===== config.mk =====
export PLATFORM = sky130hd
export DESIGN_NAME = sprite_spawn_ctrl
export DESIGN_NICKNAME = d
export VERILOG_FILES = /design/src/rtl/sprite_spawn_ctrl.sv
export SDC_FILE = /design/constraint.sdc
export NUM_CORES = 1
export LEC_CHECK = 0
export ABC_AREA = 1
export CORE_MARGIN = 2
export CORE_UTILIZATION = 51
export CTS_CLUSTER_DIAMETER = 120
export CTS_CLUSTER_SIZE = 20
export DETAILED_ROUTE_END_ITERATION = 6
export PLACE_DENSITY = 0.76
export SLEW_MARGIN = 25
export SYNTH_ARGS = -nofsm -noshare
export SYNTH_HDL_FRONTEND = slang
export SYNTH_SLANG_ARGS = --single-unit
export TNS_END_PERCENT = 30

===== constraint.sdc =====
create_clock -name clk_in -period 3.04 [get_ports clk_in]
set_input_delay 0.608 -clock clk_in [delete_from_list [all_inputs] [get_ports clk_in]]
set_output_delay 0.608 -clock clk_in [all_outputs]
set_load 0.005 [all_outputs]

===== src/rtl/sprite_spawn_ctrl.sv =====
// ---------------------------------------------------------------------------
// sprite_spawn_ctrl
//
// Game-round sequencer for the HDMI sprite path. A debounced button press
// spawns the sprite at a pseudo-random centre position. A second press made
// while the sprite is up scores a hit and shows the "popped" variant for a
// few frames. If no press arrives in time, the round scores a miss.
//
// Event semantics: there is no valid/ready handshake in this block. Both
// events are single-cycle, level-sampled pulses that are consumed in the
// cycle they are high:
//   - new_frame_in comes from video_sig_gen.
//   - The internal press pulse comes from the debouncer.
// Nothing is queued. An event that arrives in a state that ignores it is
// dropped.
//
// Ports:
//   clk_in        pixel clock
//   rst_in        asynchronous, active-high reset
//   btn_in        raw push button, active high, asynchronous to clk_in
//   new_frame_in  one-cycle pulse per video frame
//   x_com_out     sprite centre x (11 bits)
//   y_com_out     sprite centre y (10 bits)
//   visible_out   sprite is to be drawn
//   pop_out       pop-variant select for image_sprite2
//   hits_out      saturating hit counter
//   misses_out    saturating miss counter
//   state_out     FSM state: 0 IDLE, 1 SHOW, 2 POP
// ---------------------------------------------------------------------------
module sprite_spawn_ctrl #(
  parameter int DEBOUNCE_CYCLES = 742500,
  parameter int SHOW_FRAMES     = 120,
  parameter int POP_FRAMES      = 30,
  parameter int X_BASE          = 128,
  parameter int Y_BASE          = 232
) (
  input  logic        clk_in,
  input  logic        rst_in,
  input  logic        btn_in,
  input  logic        new_frame_in,
  output logic [10:0] x_com_out,
  output logic [9:0]  y_com_out,
  output logic        visible_out,
  output logic        pop_out,
  output logic [7:0]  hits_out,
  output logic [7:0]  misses_out,
  output logic [1:0]  state_out
);

  typedef enum logic [1:0] {
    S_IDLE = 2'd0,
    S_SHOW = 2'd1,
    S_POP  = 2'd2
  } state_t;

  localparam int CNT_W = (DEBOUNCE_CYCLES > 1) ? $clog2(DEBOUNCE_CYCLES) : 1;
  localparam logic [CNT_W-1:0] CNT_LAST = CNT_W'(DEBOUNCE_CYCLES - 1);
  localparam logic [19:0] LFSR_SEED = 20'hACE1;
  localparam logic [7:0] SHOW_LOAD = 8'(SHOW_FRAMES);
  localparam logic [7:0] POP_LOAD  = 8'(POP_FRAMES);

  // -------------------------------------------------------------------------
  // Input conditioning: synchronizer, debouncer, press edge detect
  // -------------------------------------------------------------------------
  logic             sync1_q, sync2_q;
  logic             deb_lvl_q, deb_lvl_d;
  logic             deb_dly_q;
  logic [CNT_W-1:0] deb_cnt_q, deb_cnt_d;
  logic             press_q, press_d;
  logic [19:0]      lfsr_q, lfsr_d;

  // The counter tracks consecutive samples that disagree with the accepted
  // level. On the DEBOUNCE_CYCLES-th such sample the level flips.
  always_comb begin
    deb_cnt_d = '0;
    deb_lvl_d = deb_lvl_q;
    if (sync2_q != deb_lvl_q) begin
      if (deb_cnt_q == CNT_LAST) begin
        deb_lvl_d = sync2_q;
      end else begin
        deb_cnt_d = deb_cnt_q + CNT_W'(1);
      end
    end
  end

  // The press is registered one cycle after the debounced level rises.
  // Release produces no event.
  assign press_d = deb_lvl_q & ~deb_dly_q;

  // Fibonacci LFSR for x^20 + x^17 + 1. It runs every cycle so that the
  // spawn position depends on the exact moment of the press.
  assign lfsr_d = {lfsr_q[18:0], lfsr_q[19] ^ lfsr_q[16]};

  always_ff @(posedge clk_in or posedge rst_in) begin
    if (rst_in) begin
      sync1_q   <= 1'b0;
      sync2_q   <= 1'b0;
      deb_lvl_q <= 1'b0;
      deb_dly_q <= 1'b0;
      deb_cnt_q <= '0;
      press_q   <= 1'b0;
      lfsr_q    <= LFSR_SEED;
    end else begin
      sync1_q   <= btn_in;
      sync2_q   <= sync1_q;
      deb_lvl_q <= deb_lvl_d;
      deb_dly_q <= deb_lvl_q;
      deb_cnt_q <= deb_cnt_d;
      press_q   <= press_d;
      lfsr_q    <= lfsr_d;
    end
  end

  // -------------------------------------------------------------------------
  // Round FSM
  // -------------------------------------------------------------------------
  state_t      state_q, state_d;
  logic [7:0]  frame_q, frame_d;
  logic [7:0]  hits_q, hits_d;
  logic [7:0]  misses_q, misses_d;
  logic [10:0] x_q, x_d;
  logic [9:0]  y_q, y_d;
  logic        vis_q, vis_d;
  logic        pop_q, pop_d;

  always_comb begin
    state_d  = state_q;
    frame_d  = frame_q;
    hits_d   = hits_q;
    misses_d = misses_q;
    x_d      = x_q;
    y_d      = y_q;
    case (state_q)
      S_IDLE: begin
        if (press_q) begin
          x_d     = 11'(X_BASE) + {1'b0, lfsr_q[9:0]};
          y_d     = 10'(Y_BASE) + {2'b00, lfsr_q[17:10]};
          frame_d = SHOW_LOAD;
          state_d = S_SHOW;
        end
      end
      S_SHOW: begin
        // A press wins over a coincident frame tick, including the final tick.
        if (press_q) begin
          hits_d  = (hits_q == 8'hFF) ? hits_q : hits_q + 8'd1;
          frame_d = POP_LOAD;
          state_d = S_POP;
        end else if (new_frame_in) begin
          frame_d = frame_q - 8'd1;
          if (frame_q == 8'd1) begin
            misses_d = (misses_q == 8'hFF) ? misses_q : misses_q + 8'd1;
            state_d  = S_IDLE;
          end
        end
      end
      S_POP: begin
        if (new_frame_in) begin
          frame_d = frame_q - 8'd1;
          if (frame_q == 8'd1) begin
            state_d = S_IDLE;
          end
        end
      end
      default: begin
        state_d = S_IDLE;
        frame_d = '0;
      end
    endcase
    // Outputs are registered, so they are decoded from the next state.
    vis_d = (state_d == S_SHOW) || (state_d == S_POP);
    pop_d = (state_d == S_POP);
  end

  always_ff @(posedge clk_in or posedge rst_in) begin
    if (rst_in) begin
      state_q  <= S_IDLE;
      frame_q  <= '0;
      hits_q   <= '0;
      misses_q <= '0;
      x_q      <= '0;
      y_q      <= '0;
      vis_q    <= 1'b0;
      pop_q    <= 1'b0;
    end else begin
      state_q  <= state_d;
      frame_q  <= frame_d;
      hits_q   <= hits_d;
      misses_q <= misses_d;
      x_q      <= x_d;
      y_q      <= y_d;
      vis_q    <= vis_d;
      pop_q    <= pop_d;
    end
  end

  assign x_com_out   = x_q;
  assign y_com_out   = y_q;
  assign visible_out = vis_q;
  assign pop_out     = pop_q;
  assign hits_out    = hits_q;
  assign misses_out  = misses_q;
  assign state_out   = state_q;

endmodule

# --- Word-level counts from Yosys, hierarchy flattened ---
# Index checks and enable logic that the tools add are counted.
word_totals:
  reg_bits: 94
  inputBits: 4
  output_inout_bits: 41
  word_cells: 54
classes:
  n_addsub: 6
  n_eq_ne: 10
  mux: 11
  n_bitwise: 6
  reduce_logical: 6
op_table:
  columns: ["operator", "count"]
  rows:
  - ["2-to-1 mux 20 bit", 2]
  - ["2-to-1 mux 8 bit", 3]
  - ["one-hot mux 8 bit (3 select lines)", 1]
  - ["adder 20 x 1 -> 20 bit, second input constant", 1]
  - ["equality test 20 bit, second input constant", 1]
  - ["adder 8 x 1 -> 8 bit, second input constant", 2]
  - ["equality test 8 bit, second input constant", 2]
  - ["adder 8 x 10 -> 11 bit, first input constant", 1]
  - ["adder 8 x 8 -> 9 bit, first input constant", 1]
  - ["equality test 8 x 1 -> 1 bit, second input constant", 1]
  - ["2-to-1 mux 2 bit", 4]
  - ["subtractor 8 x 1 -> 8 bit, second input constant", 1]
  - ["one-hot mux 2 bit (3 select lines)", 1]
  - ["AND reduction 5 bit", 1]
  - ["equality test 2 x 1 -> 1 bit, second input constant", 2]
  - ["equality test 2 bit, second input constant", 2]
  - ["NOT 1 bit", 4]
  - ["AND reduction 2 bit", 2]
  - ["AND reduction 3 bit", 1]
  - ["logical NOT 2 bit", 1]
  - ["!= test 2 bit, second input constant", 1]
  - ["AND 1 bit", 1]
  - ["logical OR 1 bit", 1]
  - ["!= test 1 bit", 1]
  - ["bitwise XOR 1 bit", 1]

# --- Logic depth before layout (Yosys ltp) ---
logic_depth:
  ltp_word: 7
  ltp_mapped: 9
  mapped_depth_nobuf: 9

# --- Worst setup path before layout ---
# OpenSTA, ideal clock, no wires.
synth_path:
  kind: "reg-to-reg"
  startpoint: "reg frame_q[1]"
  endpoint: "reg vis_q, in the netlist visible_out"
  setup_time_ps: 113
  arrival_time_ps: 1365
  required_ps: 2927
  path_slack_ps: 1562
  path_stages_with_launch: 9
  n_path_buf: 0
  synth_period_minus_slack_ps: 1478
  cell_sequence: "dfrtp_1 -> inv_1 -> ha_1 -> nand2_1 -> nor2_2 -> nand2_2 -> a31o_2 -> ha_1 -> inv_1"
synth_via:
  elab_chain_cells: 7
  word_cells_on_any_way: 8
  classes_between: "3 x eq/ne; 4 x mux; 1 x reduce/logical"
synth_lines:
  columns: ["element", "line_no", "text"]
  rows:
  - ["start, declared", "118", "logic [7:0] frame_q, frame_d;"]
  - ["start signal, assigned", "186", "frame_q <= frame_d;"]
  - ["equality test 8 x 1 -> 1 bit (*)", "150, 159", null]
  - ["2-to-1 mux 2 bit (*)", "150, 159", null]
  - ["2-to-1 mux 2 bit (*)", "157", "if (new_frame_in) begin"]
  - ["2-to-1 mux 2 bit", "144", "if (press_q) begin"]
  - ["one-hot mux 2 bit (3 select lines) (*)", "133", "case (state_q)"]
  - ["via state_d[1]", "117", "state_t state_q, state_d;"]
  - ["equality test 2 x 1 -> 1 bit or equality test 2 bit (tied branches)", "170", "vis_d = (state_d == S_SHOW) || (state_d == S_POP);"]
  - ["logical OR 1 bit (*)", "170", null]
  - ["via vis_d", "123", "logic vis_q, vis_d;"]
  - ["end signal, assigned", "191", "vis_q <= vis_d;"]
  - ["end, declared", "123", null]
# Mark *: on every way through the listed nets, which the timed path passes. The rest lies on a longest branch.
# A chain may end at the register's enable or synchronous reset.

# --- Final worst setup path ---
layout_path:
  startpoint: "reg state_q[1], in the netlist state_out[1]"
  endpoint: "out state_out[1]"
layout_rtl:
  columns: ["element", "line_no", "text"]
  rows:
  - ["start, declared", "117", null]
  - ["start signal, assigned", "185", "state_q <= state_d;"]
  - ["end, declared", "47", "output logic [1:0] state_out"]
# No word-level cell between the ends.

==> impl_metrics.yaml <==
logic_synthesis:
  synth_area_leaders: "dfrtp_1 50%, nand2_1 12%, nor2_1 5.2%"
  synth_seq_cells: 93
  seq_area_frac_synth_pct: 55.5
  synth_commonest_cells: "139 x nand2_1, 85 x dfrtp_1, 58 x nor2_1"
  synth_edf_count: 0
  ys_warn_count: 0
  syn_nets: 481
  synth_top_area_share_pct: 50.5
  synth_cell_types: 32
  syn_inst: 469
  ys.flop_type: "dfrtp_1"
  synth_most_common_cell: "nand2_1"
  async_flop_share_pct: 100
  syn_avg_cell_area_um2: 8.98
  netlist_area_um2: 4210
  yosysTopAreaCell: "dfrtp_1"
place:
  place_inst: 615
  gp_congestion: 0.842
  dp_hpwl_um: 5520
  dpl_worst_slack_ns: 0.913
  port_buffers: 43
floorplan:
  floorplan.die.width_um: 94.9
  dieArea_um2: 9000
  die_height_um: 94.9
  io_pins: 45
  core_area_um2: 8090
  rows: 33
  start_util_pct: 52.1
clock_network:
  tritoncts: "yes"
  cts_setup_buffers: 0
  root_buffer: "clkbuf_8"
  cts_sinks: 93
  numCtsBuffers: 9
  path_clk_slew_ns: 0.09
  cts_max_level: 3
  hold_buffers: 0
  insertion_delay_ns: 0.35
  cts.path.max_buffers: 2
  cts.repair.resized: 0
routing:
  vias_per_cell: 4.87
  first_pass_iters: 4
  wirelength_um: 7550
  ant_nets: 0
  num_vias: 3070
  drcViolationCount: 0
  wire_per_inst_um: 12.0
  drt_iter0_markers: 145
cells_and_area:
  n_antenna_cell: 0
  multi_input_area_um2: 1680
  final_util_pct: 61.1
  n_fill_cell: 697
  drive_above_1_share_pct: 11.2
  register_area_um2: 2340
  synthToLayoutAreaGrowth_pct: 17.4
  nNetsFinal: 533
  fin_cells: 631
critical_path:
  crit_family: "buffers and inverters"
  r2r_cells: 7
  max_stage_delay_ns: 0.54
  critPathLaunchType: "flop"
  worstSetupPathType: "reg2out"
  critPathBufInv: 1
  cp.arrival_ns: 1.36
  path_cells: "clkdlybuf4s50_1"
  crit_start: "state_out[1]"
  worstReg2RegStart: "state_out[1]"
  end_kind: "primary output"
  regToRegSetupSlack_ns: 1.26
  crit_slowest_cell: "clkdlybuf4s50_1"
  cp.required_ns: 2.43
  path_depth: 1
  path_max_fanout: 6
power_and_ir_drop:
  power_leakage_uw: 0.00236
  vdd_ir_drop_max_uv: 267
  powerDensity_nw_per_um2: 409
  p_total_uw: 2020
worst_hold_path:
  worstHoldStart: "lfsr_q[18]"
  whs_path_depth: 0
  hold_path_class: "reg2reg"
grt:
  grt_pass1_vias: 2921
  grt_max_degree: 67
  grt_pass1_wl_um: 13000
  globalRoute.totalOverflow: 0
  grt_util_all_layers_pct: 18.3
  grt_antenna_before_repair: 0
sta:
  hold_viol: 0
  max_freq_ghz: 0.508
  period_minus_slack_ns: 1.97
  layout_setup_ws_ns: 1.07
  setup_viol_count_final: 0
  finalClockSkew_ns: 0.0127
  period_share_pct: 64.8
  tns_ns: 0
  rsz0062_at_grt: "false"
  slew_violations: 0
  tightestPinTransition_ns: 0.520
  max_slew_margin_pct: 65.3
job:
  maxCapViolations: 0
run_status:
  status: "completed"
[logic make-up (layout without fill, tap and decap cells)]
logic type	after synthesis	in the layout	synth area share [%]
compound gates	27	27	3.50
xor+xnor	32	32	6.65
fa+ha+maj	8	8	2.38
buf+inv	50	107	4.66
flops	93	93	55.5
other cells	1	1	0.0890
simple gates	258	258	27.2
[area by class of cell]
type,instances,share of cell area (%)
Multi-Input combinational cell,326,33.9
Sequential cell,93,47.2
Clock inverter,4,0.658
Inverter,46,3.52
Timing Repair Buffer,45,9.26
Clock buffer,12,2.73
Tap cell,105,2.66
[power by group]
part           switching, uW  internal, uW
sequential              3.61          1240
combinational           36.2          11.2
clock                    425           305
total                    465          1560
[final timing paths]
kind,endpoint
worst max-delay path,state_out[1]
worst min-delay path,lfsr_q[19]
worst max register to register,visible_out
worst min register to register,lfsr_q[19]
max in group asynchronous,lfsr_q[7]
min in group asynchronous,y_com_out[7]
[through the flow]
step | hold slack (ns) | cell area (um2)
after global placement | 0.335 | 4780
after CTS | 0.355 | 4950
after floorplan | 0.331 | 4210
after detailed placement | 0.347 | 4780
after global routing | 0.350 | 4950
final | 0.352 | 4950
[cell usage in the layout, fill, tap and decap left out, drive strengths merged]
| cell | Yosys | routed |
|---|---|---|
| nand3 | 25 | 25 |
| nor2 | 71 | 71 |
| clkbuf | 1 | 12 |
| clkdlybuf4s50 | 0 | 43 |
| buf | 3 | 2 |
| o21ai | 19 | 19 |
| xor2 | 17 | 17 |
| or2 | 2 | 2 |
| o21bai | 1 | 1 |
| o21a | 1 | 1 |
| dfrtp | 85 | 85 |
| nand4 | 4 | 4 |
| clkinv | 0 | 1 |
| ha | 8 | 8 |
| conb | 1 | 1 |
| nor3b | 1 | 1 |
| nor3 | 7 | 7 |
| nand2 | 148 | 148 |
| a21oi | 3 | 3 |
| a31oi | 1 | 1 |
| a31o | 1 | 1 |
| clkinvlp | 0 | 2 |
| dfstp | 8 | 8 |
| o211ai | 1 | 1 |
| xnor2 | 15 | 15 |
| inv | 46 | 47 |
[state kept, by name, indices dropped and copies added, names as in the netlist, 2 cells and up]
name and count:
misses_out 8, state_out 2, hits_out 8, deb_cnt_q 20, frame_q 8, y_com_out 9, lfsr_q 20, x_com_out 11
[per-layer routing]
| layer | global-route usage [%] | vias up | wire [um] |
|---|---|---|---|
| met1 | 25.0 | 1469 | 3550 |
| met3 | 3.83 | 9 | 220 |
| met2 | 30.1 | 37 | 3710 |
| met5 | 0 | - | 0 |
| met4 | 4.71 | 0 | 69 |
| li1 | - | 1555 | - |
Power figures use the tool's default switching activity.
